File: config.mk
export PLATFORM = sky130hd
export DESIGN_NAME = vga_frame_ctrl
export DESIGN_NICKNAME = d
export VERILOG_FILES = /design/src/rtl/vga_frame_ctrl_pkg.sv /design/src/rtl/vga_frame_ctrl_btn_debounce.sv /design/src/rtl/vga_frame_ctrl.sv
export SDC_FILE = /design/constraint.sdc
export NUM_CORES = 1
export LEC_CHECK = 0
export ABC_AREA = 1
export CORE_ASPECT_RATIO = 1.4
export CORE_MARGIN = 2
export CORE_UTILIZATION = 59
export DETAILED_ROUTE_END_ITERATION = 16
export PLACE_DENSITY = 0.86
export SYNTH_ARGS = -nofsm -noshare
export SYNTH_HDL_FRONTEND = slang
export SYNTH_SLANG_ARGS = --single-unit
export TNS_END_PERCENT = 100
File: constraint.sdc
create_clock -name clk -period 3.8 [get_ports clk]
set_input_delay 0.57 -clock clk [delete_from_list [all_inputs] [get_ports clk]]
set_output_delay 0.57 -clock clk [all_outputs]
set_load 0.05 [all_outputs]
File: src/rtl/vga_frame_ctrl_pkg.sv
// ---------------------------------------------------------------------------
// vga_frame_ctrl_pkg
// Shared definitions for the VGA frame controller:
//   - state_t      : controller state codes (WAIT_VS=0, PRIME=1, RUN=2)
//   - ST_NOT_EMPTY : fifo_status bit meaning "FIFO holds at least one pixel"
//   - ST_HIGH      : fifo_status bit meaning "FIFO at or above 3/4 full"
//   - DEB_CYC_DEFAULT : default debounce length (10 ms at 65 MHz)
//   - next_pattern : pattern index increment with wrap at the last pattern
// ---------------------------------------------------------------------------
package vga_frame_ctrl_pkg;

  typedef enum logic [1:0] {
    WAIT_VS = 2'd0,
    PRIME   = 2'd1,
    RUN     = 2'd2,
    ST_BAD  = 2'd3
  } state_t;

  localparam int ST_NOT_EMPTY    = 0;
  localparam int ST_HIGH         = 3;
  localparam int DEB_CYC_DEFAULT = 650000;

  // Advance the pattern index, wrapping from the last pattern back to 0.
  function automatic logic [1:0] next_pattern(input logic [1:0] cur,
                                               input logic [1:0] last);
    logic [1:0] nxt;
    if (cur == last) begin
      nxt = 2'd0;
    end else begin
      nxt = cur + 2'd1;
    end
    return nxt;
  endfunction

endpackage

File: src/rtl/vga_frame_ctrl_btn_debounce.sv
// ---------------------------------------------------------------------------
// btn_debounce
// Synchronises the raw active-low button, accepts a new level only after
// DEB_CYC consecutive identical synchronised samples, and emits a one-cycle
// press event on each accepted high->low transition.
// Ports:
//   clk    in  pixel clock
//   rst    in  synchronous reset, active-high
//   btn_n  in  raw button, active-low, asynchronous to clk
//   press  out one-cycle pulse per accepted press
// ---------------------------------------------------------------------------
module btn_debounce
  import vga_frame_ctrl_pkg::*;
#(
  parameter int DEB_CYC = DEB_CYC_DEFAULT
) (
  input  logic clk,
  input  logic rst,
  input  logic btn_n,
  output logic press
);

  localparam int CW = (DEB_CYC > 1) ? $clog2(DEB_CYC + 1) : 1;

  logic          sync1_r;
  logic          sync2_r;
  logic          level_r;
  logic [CW-1:0] cnt_r;
  logic          press_r;

  // Two-flop synchroniser, stable-sample counter and press-event register.
  always_ff @(posedge clk) begin
    if (rst) begin
      sync1_r <= 1'b1;
      sync2_r <= 1'b1;
      level_r <= 1'b1;
      cnt_r   <= '0;
      press_r <= 1'b0;
    end else begin
      sync1_r <= btn_n;
      sync2_r <= sync1_r;
      press_r <= 1'b0;
      if (sync2_r == level_r) begin
        // Any sample matching the current level restarts the stability run.
        cnt_r <= '0;
      end else if (cnt_r == CW'(DEB_CYC - 1)) begin
        // DEB_CYC-th differing sample in a row: accept the new level.
        level_r <= sync2_r;
        cnt_r   <= '0;
        press_r <= ~sync2_r;
      end else begin
        cnt_r <= cnt_r + CW'(1);
      end
    end
  end

  assign press = press_r;

endmodule

File: src/rtl/vga_frame_ctrl.sv
// ---------------------------------------------------------------------------
// vga_frame_ctrl
// Frame-level controller between the button/LED board and the VGA pixel
// pipeline. Pattern changes are applied only at the VSync leading edge, the
// pattern generator is primed/throttled from FIFO fill status, and a FIFO
// underflow forces a re-sync at the next frame.
// Optional feature (macro VGA_FRAME_CTRL_AUTOCYCLE_EN): a frame counter that
// requests a pattern change every AUTO_FRAMES frames spent in PRIME/RUN.
// Ports:
//   clk          in  pixel clock
//   rst          in  synchronous reset, active-high
//   btn_n        in  raw pattern button, active-low, asynchronous
//   vs           in  VSync from transmitter, active level VS_POL
//   fifo_status  in  thermometer fill level (bit0 not empty .. bit3 >= 3/4)
//   gen_cke      out clock enable to pattern generator
//   gen_rst      out reset to pattern generator, active-high
//   fifo_flush   out empties pixel FIFO while high
//   pattern      out selected pattern index
//   underflow    out sticky underflow flag
//   state        out FSM state code
// ---------------------------------------------------------------------------
module vga_frame_ctrl
  import vga_frame_ctrl_pkg::*;
#(
  parameter int   DEB_CYC = DEB_CYC_DEFAULT,
  parameter int   N_PAT   = 4,
  parameter logic VS_POL  = 1'b0
`ifdef VGA_FRAME_CTRL_AUTOCYCLE_EN
  ,
  parameter int   AUTO_FRAMES = 120
`endif
) (
  input  logic       clk,
  input  logic       rst,
  input  logic       btn_n,
  input  logic       vs,
  input  logic [3:0] fifo_status,
  output logic       gen_cke,
  output logic       gen_rst,
  output logic       fifo_flush,
  output logic [1:0] pattern,
  output logic       underflow,
  output logic [1:0] state
);

  localparam logic [1:0] PAT_LAST = 2'(N_PAT - 1);

  state_t     state_r;
  state_t     state_n;
  logic [1:0] pattern_r;
  logic [1:0] pattern_n;
  logic       req_r;
  logic       req_n;
  logic       underflow_r;
  logic       underflow_n;
  logic       vs_r;
  logic       vs_d_r;
  logic       vs_edge_s;
  logic       press_s;
  logic       auto_fire_s;
  logic       pattern_chg_s;

  // Only the not-empty and high-water bits steer the controller.
  logic unused_status_s;
  assign unused_status_s = ^fifo_status[2:1];

  btn_debounce #(
    .DEB_CYC (DEB_CYC)
  ) u_btn_debounce (
    .clk   (clk),
    .rst   (rst),
    .btn_n (btn_n),
    .press (press_s)
  );

  // Leading edge of the sync pulse: registered vs just became active.
  assign vs_edge_s = (vs_r == VS_POL) && (vs_d_r != VS_POL);

`ifdef VGA_FRAME_CTRL_AUTOCYCLE_EN
  localparam int FW = $clog2(AUTO_FRAMES + 1);

  logic [FW-1:0] frame_cnt_r;
  logic          counting_s;

  assign counting_s  = vs_edge_s && ((state_r == PRIME) || (state_r == RUN));
  assign auto_fire_s = counting_s && (frame_cnt_r == FW'(AUTO_FRAMES - 1));

  // Frame counter: counts active frames, restarts on fire or pattern change.
  always_ff @(posedge clk) begin
    if (rst) begin
      frame_cnt_r <= '0;
    end else if (pattern_chg_s || auto_fire_s) begin
      frame_cnt_r <= '0;
    end else if (counting_s) begin
      frame_cnt_r <= frame_cnt_r + FW'(1);
    end else begin
      frame_cnt_r <= frame_cnt_r;
    end
  end
`else
  assign auto_fire_s = 1'b0;
  logic unused_chg_s;
  assign unused_chg_s = pattern_chg_s;
`endif

  // State, pattern, request and status registers plus VSync sampling.
  always_ff @(posedge clk) begin
    if (rst) begin
      state_r     <= WAIT_VS;
      pattern_r   <= 2'd0;
      req_r       <= 1'b0;
      underflow_r <= 1'b0;
      vs_r        <= ~VS_POL;
      vs_d_r      <= ~VS_POL;
    end else begin
      state_r     <= state_n;
      pattern_r   <= pattern_n;
      req_r       <= req_n;
      underflow_r <= underflow_n;
      vs_r        <= vs;
      vs_d_r      <= vs_r;
    end
  end

  // Next-state, pending-request and pipeline-control decode.
  always_comb begin
    state_n       = state_r;
    pattern_n     = pattern_r;
    req_n         = req_r | press_s | auto_fire_s;
    underflow_n   = underflow_r;
    pattern_chg_s = 1'b0;
    gen_cke       = 1'b0;
    gen_rst       = 1'b1;
    fifo_flush    = 1'b1;
    case (state_r)
      WAIT_VS: begin
        if (vs_edge_s) begin
          // A press landing on the edge cycle is honoured immediately.
          if (req_r || press_s) begin
            pattern_n     = next_pattern(pattern_r, PAT_LAST);
            pattern_chg_s = 1'b1;
          end else begin
            pattern_n = pattern_r;
          end
          req_n   = 1'b0;
          state_n = PRIME;
        end else begin
          state_n = WAIT_VS;
        end
      end
      PRIME: begin
        gen_rst    = 1'b0;
        fifo_flush = 1'b0;
        // Enable drops combinationally the moment the FIFO reaches 3/4.
        gen_cke    = ~fifo_status[ST_HIGH];
        if (fifo_status[ST_HIGH]) begin
          state_n = RUN;
        end else begin
          state_n = PRIME;
        end
      end
      RUN: begin
        gen_rst    = 1'b0;
        fifo_flush = 1'b0;
        gen_cke    = ~fifo_status[ST_HIGH];
        if (!fifo_status[ST_NOT_EMPTY]) begin
          // Underflow wins; any pending request stays for the next edge.
          underflow_n = 1'b1;
          state_n     = WAIT_VS;
        end else if (req_r) begin
          state_n = WAIT_VS;
        end else begin
          state_n = RUN;
        end
      end
      default: begin
        state_n = WAIT_VS;
      end
    endcase
  end

  assign pattern   = pattern_r;
  assign underflow = underflow_r;
  assign state     = state_r;

endmodule

After elaboration in Yosys (flattened, before gate mapping)

Cells that the tools add are included.

$add $sub $neg: 2
Multiply operators: 0
Divide/modulo/power cells: 0
Order comparisons: 0
Eq/ne operators: 5
Shifts and indexed selects: 0
Muxes and demuxes: 10
Bitwise gates (word level): 7
Reduce and logical (&&, ||, !) cells: 9

Operator list:

| kind                                                 | number |
|---|---|
| adder 20 x 1 -> 20 bit (second input constant)       | 1 |
| equality test 20 bit (second input constant)         | 1 |
| two-way mux 2 bit                                    | 4 |
| inverter 1 bit                                       | 6 |
| case mux 2 bit (3 select lines)                      | 1 |
| OR reduction 3 bit                                   | 2 |
| two-way mux 1 bit                                    | 5 |
| equality test 2 bit (second input constant)          | 2 |
| AND reduction 2 bit                                  | 2 |
| AND reduction 3 bit                                  | 1 |
| adder 2 x 1 -> 2 bit (second input constant)         | 1 |
| equality test 2 x 1 -> 1 bit (second input constant) | 1 |
| zero test 2 bit                                      | 1 |
| OR reduction 2 bit                                   | 1 |
| equality test 1 bit                                  | 1 |
| logical AND 1 bit                                    | 1 |
| logical OR 1 bit                                     | 1 |
| bitwise OR 1 bit                                     | 1 |

Flip-flop bits (word level): 32
Bits in latches: 0
RAM bits: 0
Memory bits (read-only): 0
Input bits: 8
Output and inout port bits: 8
Word-level logic and storage cells: 44
Memories kept: 0

Depth between registers and ports, before layout

Gate-level depths: netlist (run 1).

Word-level depth: 4
Gate-level depth with buffers: 8
Depth with buffers taken out: 8

By module

A second synthesis (run 1) with hierarchy kept.

Cells, all modules: 225
Area total of the unflattened synthesis: 1,615.3 µm²

By module, submodules not included:

| module         | times used | cells each | area an instance (µm²) | sequential area each (µm²) |
|---|---|---|---|---|
| btn_debounce   | 1          | 176        | 1,223.7                | 480.5 |
| vga_frame_ctrl | 1          | 49         | 391.6                  | 160.2 |

Worst setup path after synthesis (run 1)

OpenSTA, ideal clock, no wires.

Path type: flip-flop to output port
Start point: reg state_r[0], in the netlist state[0]
End point: out gen_cke
Data arrival time: 2.005 ns
Data required time: 3.230 ns
Slack: 1.225 ns
Stages on the path, launching flop included: 5
Buffers on the path: 0
Cell sequence: dfxtp_1 > inv_1 > ha_1 > inv_1 > nor2_1

Cells in the longest elaborated chain, start to end: 3
Elaborated cells on any way between the ends: 4
Classes of those cells: eq/ne (2); mux (1); reduce/logical (1)

Ends and longest elaborated chain:

| item                                                                | line                  | source |
|---|---|---|
| start: declaration                                                  | vga_frame_ctrl.sv:48  | `state_t state_r;` |
| start signal: assignment                                            | vga_frame_ctrl.sv:116 | `state_r <= state_n;` |
| equality test 2 bit or equality test 2 x 1 -> 1 bit (tied branches) | vga_frame_ctrl.sv:135 | `case (state_r)` |
| OR reduction 2 bit (no line) (*)                                    | n/a                   |  |
| two-way mux 1 bit (*)                                               | n/a                   |  |
| end: declaration                                                    | vga_frame_ctrl.sv:38  | `output logic gen_cke,` |

Every way passes the cells marked *; elsewhere a longest branch is shown, timed or not.

Worst setup path in the final report (run 1)

Ends and elaborated chain as after synthesis.

==> results.cfg, run 1 <==
[synthesis]
ys_top_cells_by_area = dfxtp_1 (41%), nand2_1 (9.1%), nor2_1 (7.9%)
synth_xor_area_share_pct = 5.02
synthCells = 203
synth_mux_area_share_pct = 0
synth_warnings = 0
synth_compound_area_share_pct = 5.98
postSynthAreaPerCell_um2 = 7.74
ys_seq_elements = 32
synth_largest_area_cell = dfxtp_1
synth_top_family_by_area = simple AND/OR/NAND/NOR gates
yosysSeqAreaShare_pct = 40.8
syn_nets = 217
synth_fa_ha_area_share_pct = 4.78
synth_top_area_share_pct = 40.8
synthSimpleGateAreaFrac_pct = 36.9
synth.distinct_cells = 27
syn_area_um2 = 1570

[placement]
gp_congestion = 0.880
place_ws_ns = 1.28
placement.io_buffers = 13
dp_hpwl_um = 2180

[final_layout]
n_fill_cell = 239
seqCellArea_um2 = 641
nets = 235
antenna_cells = 0
drive_above_1_share_pct = 17.6
areaGrowthSynthToFinish_pct = 14.7
multi_input_area_um2 = 827

[route]
route.detailed.drc = 0
postRouteAntennaNets = 0
routed_wl_um = 2820
vias_per_cell = 5.16
drt_iter0_drc = 28
detailroute.via_count = 1332
dr.pass1.iters = 4
wl_per_cell_um = 10.9

[clock_tree]
cts_setup_buffers = 0
cts_resized = 0
cts-buffers-inserted = 5
cts_hold_buf = 0
cts_root_buf = clkbuf_4
tritoncts = built
clkLatencyLatePin_ns = 0.35
clock_sinks = 32
path_clk_slew_ns = 0.11
cts_htree_levels = 2
clk_path_buf_depth = 2

[setup_path]
critical_path_class = reg2out
startpoint_type = register
cp.required_ns = 3.23
r2r_cells = 8
worst-r2r-setup-slack_ns = 2.28
cp_max_fo = 4
setup.worst_path.end = gen_cke
worstReg2RegStart = u_btn_debounce.cnt_r[0]
critPathCaptureType = primary output
setup.worst_path.start = state[0]
reg2reg_to = u_btn_debounce.cnt_r[18]
crit_arrival_ns = 2.05

[global_routing]
groute.usage.overall_pct = 22.8
first_global_vias = 1285
grt_start_max_net_pins = 18
grt_pass1_wl_um = 5020
antenna_found_initial = 0
overflow = 0

[power_and_ir_drop]
p_leak_nw = 0.597
power_density_nw_per_um2 = 362
irDropWorstVdd_mv = 0.321

[sta]
tightestPinTransition_ns = 0.501
hold-worst-slack_ns = 0.422
finalMaxSlewViolations = 0
max_slew_margin_pct = 66.5
tns_ns = 0
fin_ws_ns = 1.18
fin_skew_ns = 0.0172
layout_min_cycle_time_ns = 2.62
finalCritPeriodShare_pct = 69.0
fmax_mhz = 381
rsz0062_at_grt = no
final-setup-viol-count = 0
finalHoldViolations = 0

[status]
status = complete, no violations

[die]
top_level_ports = 16
std_cell_rows = 22
fp.dieH_um = 65.0
die_width_um = 47.6
start_util_pct = 60.7
core_area_um2 = 2590
die_area_um2 = 3100

[min_path]
holdCritPathClass = reg2reg
holdCritStartpoint = u_btn_debounce.sync1_r

[job]
timing.max_cap.violations = 0
[flip-flops by register name, summed over array words and instances, names as in the netlist]
| register | count |
|---|---|
| vs_r | 1 |
| u_btn_debounce.press | 1 |
| req_r | 1 |
| u_btn_debounce.level_r | 1 |
| pattern | 2 |
| u_btn_debounce.cnt_r | 20 |
| state | 2 |
| vs_d_r | 1 |
| underflow | 1 |
| u_btn_debounce.sync1_r | 1 |
| u_btn_debounce.sync2_r | 1 |
[kinds of logic (layout without fill, tap and decap cells)]
family          after synthesis  count (layout)
compound gates               16              16
flops                        32              32
fa+ha+maj                     6               6
buf+inv                      22              41
xor+xnor                      9               9
simple gates                118             118
[per-stage QoR]
stage	util (%)	power, mW	instance area (um2)	instances
floorplan	-	0.375	1570	203
global placement	66.4	0.387	1720	250
detailed placement	66.4	0.388	1720	250
CTS	69.6	0.655	1800	258
global route	69.6	0.675	1800	258
finish	69.6	0.652	1800	258
[layout by cell type, fill, tap and decap left out, drive strengths merged, types with 2 or more instances in the layout]
cell type / n
or2: 4
xnor2: 4
xor2: 5
nand2: 42
inv: 20
o21ai: 3
dfxtp: 32
a21oi: 10
ha: 6
clkbuf: 5
nor3: 2
nand3: 14
clkdlybuf4s50: 13
o21bai: 2
nor2: 49
nand4: 6
[worst min path at each step]
stage	end	slack [ns]	cells after the start
6_report	u_btn_debounce.sync2_r	0.42	1
5_1_grt	u_btn_debounce.sync2_r	0.44	1
4_1_cts	u_btn_debounce.sync2_r	0.42	1
3_5_place_dp	u_btn_debounce.sync2_r	0.40	1
3_3_place_gp	u_btn_debounce.sync2_r	0.39	1
2_1_floorplan	u_btn_debounce.sync2_r	0.39	1
[routing by layer]
layer | vias to the layer above | GRT usage [%] | part of all wire, %
li1 | 684 | - | -
met1 | 600 | 23.6 | 40
met2 | 32 | 38.5 | 51
met3 | 16 | 8.91 | 5.0
met4 | 0 | 10.5 | 3.3
met5 | - | 0 | 0
[cells in the mapped netlist]
cell,n
xnor2_1,4
clkinv_1,1
a21oi_2,1
ha_1,6
nand3_1,13
nand4_1,6
buf_12,1
o21bai_1,2
nand2_4,1
inv_2,4
xor2_1,5
o21ai_0,3
o211a_1,1
a21oi_1,9
buf_4,1
nor2_1,33
nor3_2,1
nor2_2,13
nand2_1,38
or2_2,4
dfxtp_1,32
nand3b_1,1
nor2_4,3
nand2_2,3
inv_1,15
nand3_4,1
nor3_1,1
[area by class of cell]
type | count | area share, %
clock buffer | 5 | 2.08
tap | 36 | 2.50
multi-input combinational | 149 | 45.9
timing repair buffer | 13 | 7.22
sequential | 32 | 35.6
inverter | 20 | 4.17
clock inverter | 3 | 2.57
[critical path, cell delays in order, from the launching register on]
cell and delay (ns):
dfxtp_1 0.40, inv_1 0.08, ha_1 0.28, inv_1 0.06, nor2_1 0.08, clkdlybuf4s50_1 0.81
[power by group]
part	switching, mW	total [mW]	internal [mW]	leakage [nW]
sequential	0.00197	0.341	0.339	0.259
clock	0.132	0.272	0.140	0.0418
combinational	0.0242	0.0392	0.0150	0.296
Note: power is estimated with default switching activity, not from simulation.
==> run 2: changes to the inputs <==
Settings changed: CORE_UTILIZATION 59 to 50, PLACE_DENSITY 0.86 to 0.78.
Clock period 3.8 ns to 2.31 ns, I/O delays scaled along.
==> run 2 against run 1 <==
Clock skew fell by 0.014 ns. Clock power is 62% higher. Worst hold slack got worse by 0.010 ns. Critical path type unchanged. First-iteration DRC count rose by 3.6%. Global-route usage decreased by 4.4 points. Highest routed layer unchanged. Count of clock-buffer cells in the layout is 3 higher.
==> results.cfg, run 2 (same netlist as run 1, synthesis figures left out) <==
[status]
status = complete, no violations

[min_path]
min_to = u_btn_debounce.sync2_r
holdCritStartpoint = u_btn_debounce.sync1_r
whs_path_depth = 1
holdCritPathClass = reg2reg

[setup_path]
cp_max_fo = 4
worst-r2r-setup-slack_ns = 0.87
crit_family = buffers and inverters
slowest_stage = clkdlybuf4s50_1
critical_path_class = reg2out
reg2reg_to = u_btn_debounce.cnt_r[3]
critPathMaxStageDelay_ns = 0.83
startpoint_type = register
crit_arrival_ns = 1.52
critPathCaptureType = primary output
worstReg2RegStart = u_btn_debounce.cnt_r[0]
path_cells = clkdlybuf4s50_1
worstPathBufferInverterCount = 1
cp.required_ns = 1.96
r2r_cells = 6

[global_routing]
first_global_vias = 1215
antenna_found_initial = 0
overflow = 0
groute.usage.overall_pct = 18.5
grt_pass1_wl_um = 5000
grt_start_max_net_pins = 18

[sta]
fin_skew_ns = 0.00299
fmax_mhz = 536
max_slew_margin_pct = 67.1
finalMaxSlewViolations = 0
rsz0062_at_grt = no
tns_ns = 0
finalCritPeriodShare_pct = 80.8
layout_min_cycle_time_ns = 1.87
finalHoldViolations = 0
final-setup-viol-count = 0
tightestPinTransition_ns = 0.491

[placement]
gp_congestion = 0.915
place_area_um2 = 1720
dp_cells = 253
placement.io_buffers = 13
dp_hpwl_um = 2130

[power_and_ir_drop]
power_density_nw_per_um2 = 590
p_total_mw = 1.07
p_leak_nw = 0.602
irDropWorstVdd_mv = 0.494

[die]
fp.dieH_um = 70.3
start_util_pct = 51.3
core_area_um2 = 3060
top_level_ports = 16
die_area_um2 = 3610
die_width_um = 51.4
std_cell_rows = 24

[final_layout]
stdcell_area_um2 = 1810
mostFrequentLayoutCells = nand2_1 (38), nor2_1 (32), dfxtp_1 (32)
final_common_cell = nand2_1
antenna_cells = 0
nets = 235
regMostFlops = u_btn_debounce.cnt_r
largest_register_ffs = 20
fin_cells = 261
drive_above_1_share_pct = 18.5
areaGrowthSynthToFinish_pct = 15.1
n_fill_cell = 296

[clock_tree]
clk_path_buf_depth = 2
cts-buffers-inserted = 5
clkLatencyLatePin_ns = 0.29
cts_setup_buffers = 0
cts_htree_levels = 2
clock_sinks = 32
cts_resized = 0
path_clk_slew_ns = 0.06
cts_root_buf = clkbuf_8
cts_hold_buf = 0
tritoncts = built

[route]
postRouteAntennaNets = 0
drt_iter0_drc = 29
routed_wl_um = 2790
detailroute.via_count = 1291
route.detailed.drc = 0
wl_per_cell_um = 10.7
vias_per_cell = 4.95
dr.pass1.iters = 4

[job]
timing.max_cap.violations = 0
## run 2: cell types whose count changed in the layout (fill, tap and decap cells not counted), sizes merged
cell and delta:
clkbuf +3, buf +3, inv -1, clkdlybuf4s50 -3, clkinvlp -1, bufinv -1
## run 2: worst max-delay path by stage
stage / cells past startpoint / startpoint / to
2_1_floorplan: 4 / state[0] / gen_cke
3_3_place_gp: 6 / rst / u_btn_debounce.cnt_r[3]
3_5_place_dp: 6 / rst / u_btn_debounce.cnt_r[4]
4_1_cts: 1 / state[0] / state[0]
5_1_grt: 1 / state[0] / state[0]
6_report: 1 / state[0] / state[0]
## run 2: metrics by stage
stage | util (%) | setup slack [ns] | hold slack (ns)
global placement | 56.0 | 0.549 | 0.398
CTS | 59.0 | 0.428 | 0.416
detailed placement | 56.0 | 0.507 | 0.397
floorplan | - | 0.185 | 0.389
global route | 59.0 | 0.388 | 0.425
finish | 59.0 | 0.443 | 0.412
## run 2: worst register-to-register path: stages, from the launching register on
cell and delay, ns:
dfxtp_1 0.39, ha_1 0.22, nand2_2 0.10, nor2_4 0.17
nand3_4 0.13, nand2_4 0.23, a21oi_1 0.08
## run 2: area by class of cell
type / instances / area [um2] / area share [%]
repair buffers: 13 / 123 / 6.79
inverters: 20 / 75.1 / 4.16
well taps: 39 / 48.8 / 2.70
flip-flops and latches: 32 / 641 / 35.5
multi-input cells: 149 / 830 / 45.9
clock buffers: 8 / 90.1 / 4.99
## run 2: metal layers
layer  global-route usage (%)  wire length [um]  up-vias
li1                         -                 -      675
met1                     20.0              1210      583
met2                     30.8              1390       23
met3                     5.13                97       10
met4                     11.4                96        0
met5                        0                 0        -
## run 2: report_power, final
| group | internal, mW | switching [mW] |
|---|---|---|
| Sequential | 0.557 | 0.00370 |
| Combinational | 0.0233 | 0.0398 |
| Clock | 0.243 | 0.199 |
==> run 3: changes to the inputs <==
Settings changed: CORE_UTILIZATION 50 to 55, PLACE_DENSITY 0.78 to 0.82.
Clock period 2.31 ns to 1.81 ns, I/O delays scaled along.
==> run 3 against run 2 <==
Die area fell by 8.5%. Final cell count fell by 0.77%. Clock power fell by 3%. Highest routed layer unchanged. Register-to-register slack got worse by 0.52 ns. Global-route usage rose by 1.5 points. Sequential share of layout area fell by 0.32 points. Non-clock buffer count rose by 1. Critical path depth rose by 4. Worst setup slack got worse by 0.28 ns. Clock skew rose by 0.0062 ns. Design area rose by 1.3%. Combinational power rose by 58%.
==> results.cfg, run 3 (same netlist as run 1, synthesis figures left out) <==
[setup_path]
cp_max_fo = 4
critical_path_class = reg2out
crit_arrival_ns = 1.38
cp.required_ns = 1.54
critPathCaptureType = primary output
slowest_stage = dfxtp_2
startpoint_type = register
path_cells = inv_1 -> ha_1 -> inv_2 -> nor2_4 -> buf_12
critPathMaxStageDelay_ns = 0.36

[clock_tree]
cts-buffers-inserted = 5
clkLatencyLatePin_ns = 0.34
cts_hold_buf = 0
path_clk_slew_ns = 0.09
cts_setup_buffers = 0
cts_root_buf = clkbuf_4
clock_sinks = 32
cts_htree_levels = 2
tritoncts = built
clk_path_buf_depth = 2

[min_path]
holdCritPathClass = reg2reg

[sta]
finalMaxSlewViolations = 0
tns_ns = 0
finalHoldViolations = 0
tightestPinTransition_ns = 0.507
fin_skew_ns = 0.00922
fin_ws_ns = 0.159
final-setup-viol-count = 0
finalCritPeriodShare_pct = 91.2
max_slew_margin_pct = 66.2
fmax_mhz = 606
layout_min_cycle_time_ns = 1.65
rsz0062_at_grt = no

[global_routing]
groute.usage.overall_pct = 20.0
overflow = 0
first_global_vias = 1178
antenna_found_initial = 0
grt_pass1_wl_um = 4920
grt_start_max_net_pins = 18

[route]
detailroute.via_count = 1281
vias_per_cell = 4.95
wl_per_cell_um = 10.6
routed_wl_um = 2750
dr.pass1.iters = 4
postRouteAntennaNets = 0
drt_iter0_drc = 17
route.detailed.drc = 0

[final_layout]
drive_above_1_share_pct = 21.5
largest_register_ffs = 20
nets = 236
regMostFlops = u_btn_debounce.cnt_r
antenna_cells = 0
final_common_cell = nand2_1
utilization_pct = 68.6
mostFrequentLayoutCells = nand2_1 (38), nor2_1 (32), dfxtp_1 (30)
areaGrowthSynthToFinish_pct = 16.6

[placement]
place_ws_ns = 0.216
placement.io_buffers = 13
dp_hpwl_um = 2100
gp_congestion = 0.860

[die]
start_util_pct = 58.8
top_level_ports = 16
std_cell_rows = 22
die_area_um2 = 3300
die_width_um = 49.2
core_area_um2 = 2670
fp.dieH_um = 67.2

[status]
status = complete, no violations

[power_and_ir_drop]
p_leak_nw = 0.676
clkPwrFrac_pct = 34.4
pwr-share-comb_pct = 8.0
power_density_nw_per_um2 = 678
power_switching_mw = 0.303
irDropWorstVdd_mv = 0.589
switching_share_pct = 24.4
p_int_mw = 0.939
seq_power_share_pct = 57.6

[job]
timing.max_cap.violations = 0
==> run 3: changes by cell type in the layout (fill, tap and decap cells not counted), sizes merged <==
cell | before | now
buf | 3 | 5
clkbuf | 8 | 6
clkdlybuf4s50 | 10 | 5
clkinv | 1 | 3
dlygate4sd2 | 0 | 1
dlymetal6s2s | 0 | 3
==> run 3: layout make-up <==
type                            count  area, um2
Multi-Input combinational cell    149        835
Clock buffer                        6       51.3
Timing Repair Buffer               14        171
Fill cell                         245        840
Inverter                           20       75.1
Clock inverter                      2       10.0
Tap cell                           36       45.0
Sequential cell                    32        643
==> run 3: final timing paths <==
path	start	endpoint	slack [ns]	cells after the start
min reg2reg	u_btn_debounce.sync1_r	u_btn_debounce.sync2_r	0.42	1
max	state[0]	gen_cke	0.16	5
min	u_btn_debounce.sync1_r	u_btn_debounce.sync2_r	0.42	1
max reg2reg	u_btn_debounce.cnt_r[0]	u_btn_debounce.cnt_r[9]	0.35	6
==> run 3: metrics by stage <==
stage	hold slack, ns	instances	power (mW)	area, um2
final	0.415	259	1.24	1830
after global routing	0.427	259	1.29	1830
after CTS	0.419	259	1.26	1820
after detailed placement	0.397	251	0.831	1760
after global placement	0.394	251	0.830	1760
after floorplan	0.344	203	0.789	1580
==> run 3: critical path, delay by kind of cell, from the launching register on <==
kind | cells | cell delay, ns
adders and majority gates | 1 | 0.30
buffers and inverters | 3 | 0.34
DFF | 1 | 0.36
and+or+nand+nor | 1 | 0.05
==> run 3: metal layers <==
layer  share of wire (%)  up-vias  global-route usage [%]
li1                    -      683                       -
met1                  42      572                    20.5
met2                  51       18                    36.0
met3                 3.8        8                    6.64
met4                 3.2        0                    10.7
met5                   0        -                       0
==> run 3: power by group through the flow <==
stage / clock network (mW) / registers [mW] / logic, mW
after global placement: 0 / 0.732 / 0.0985
after global routing: 0.470 / 0.717 / 0.107
after floorplan: 0 / 0.739 / 0.0495
after CTS: 0.446 / 0.715 / 0.100
after detailed placement: 0 / 0.732 / 0.0997
final: 0.427 / 0.715 / 0.0994
==> run 3: what timing repair did <==
action | 4_1_cts | 5_1_grt
endpoints found under the setup margin | 1 | 4
gates resized for setup | 1 | 4
pin swaps | 0 | 0
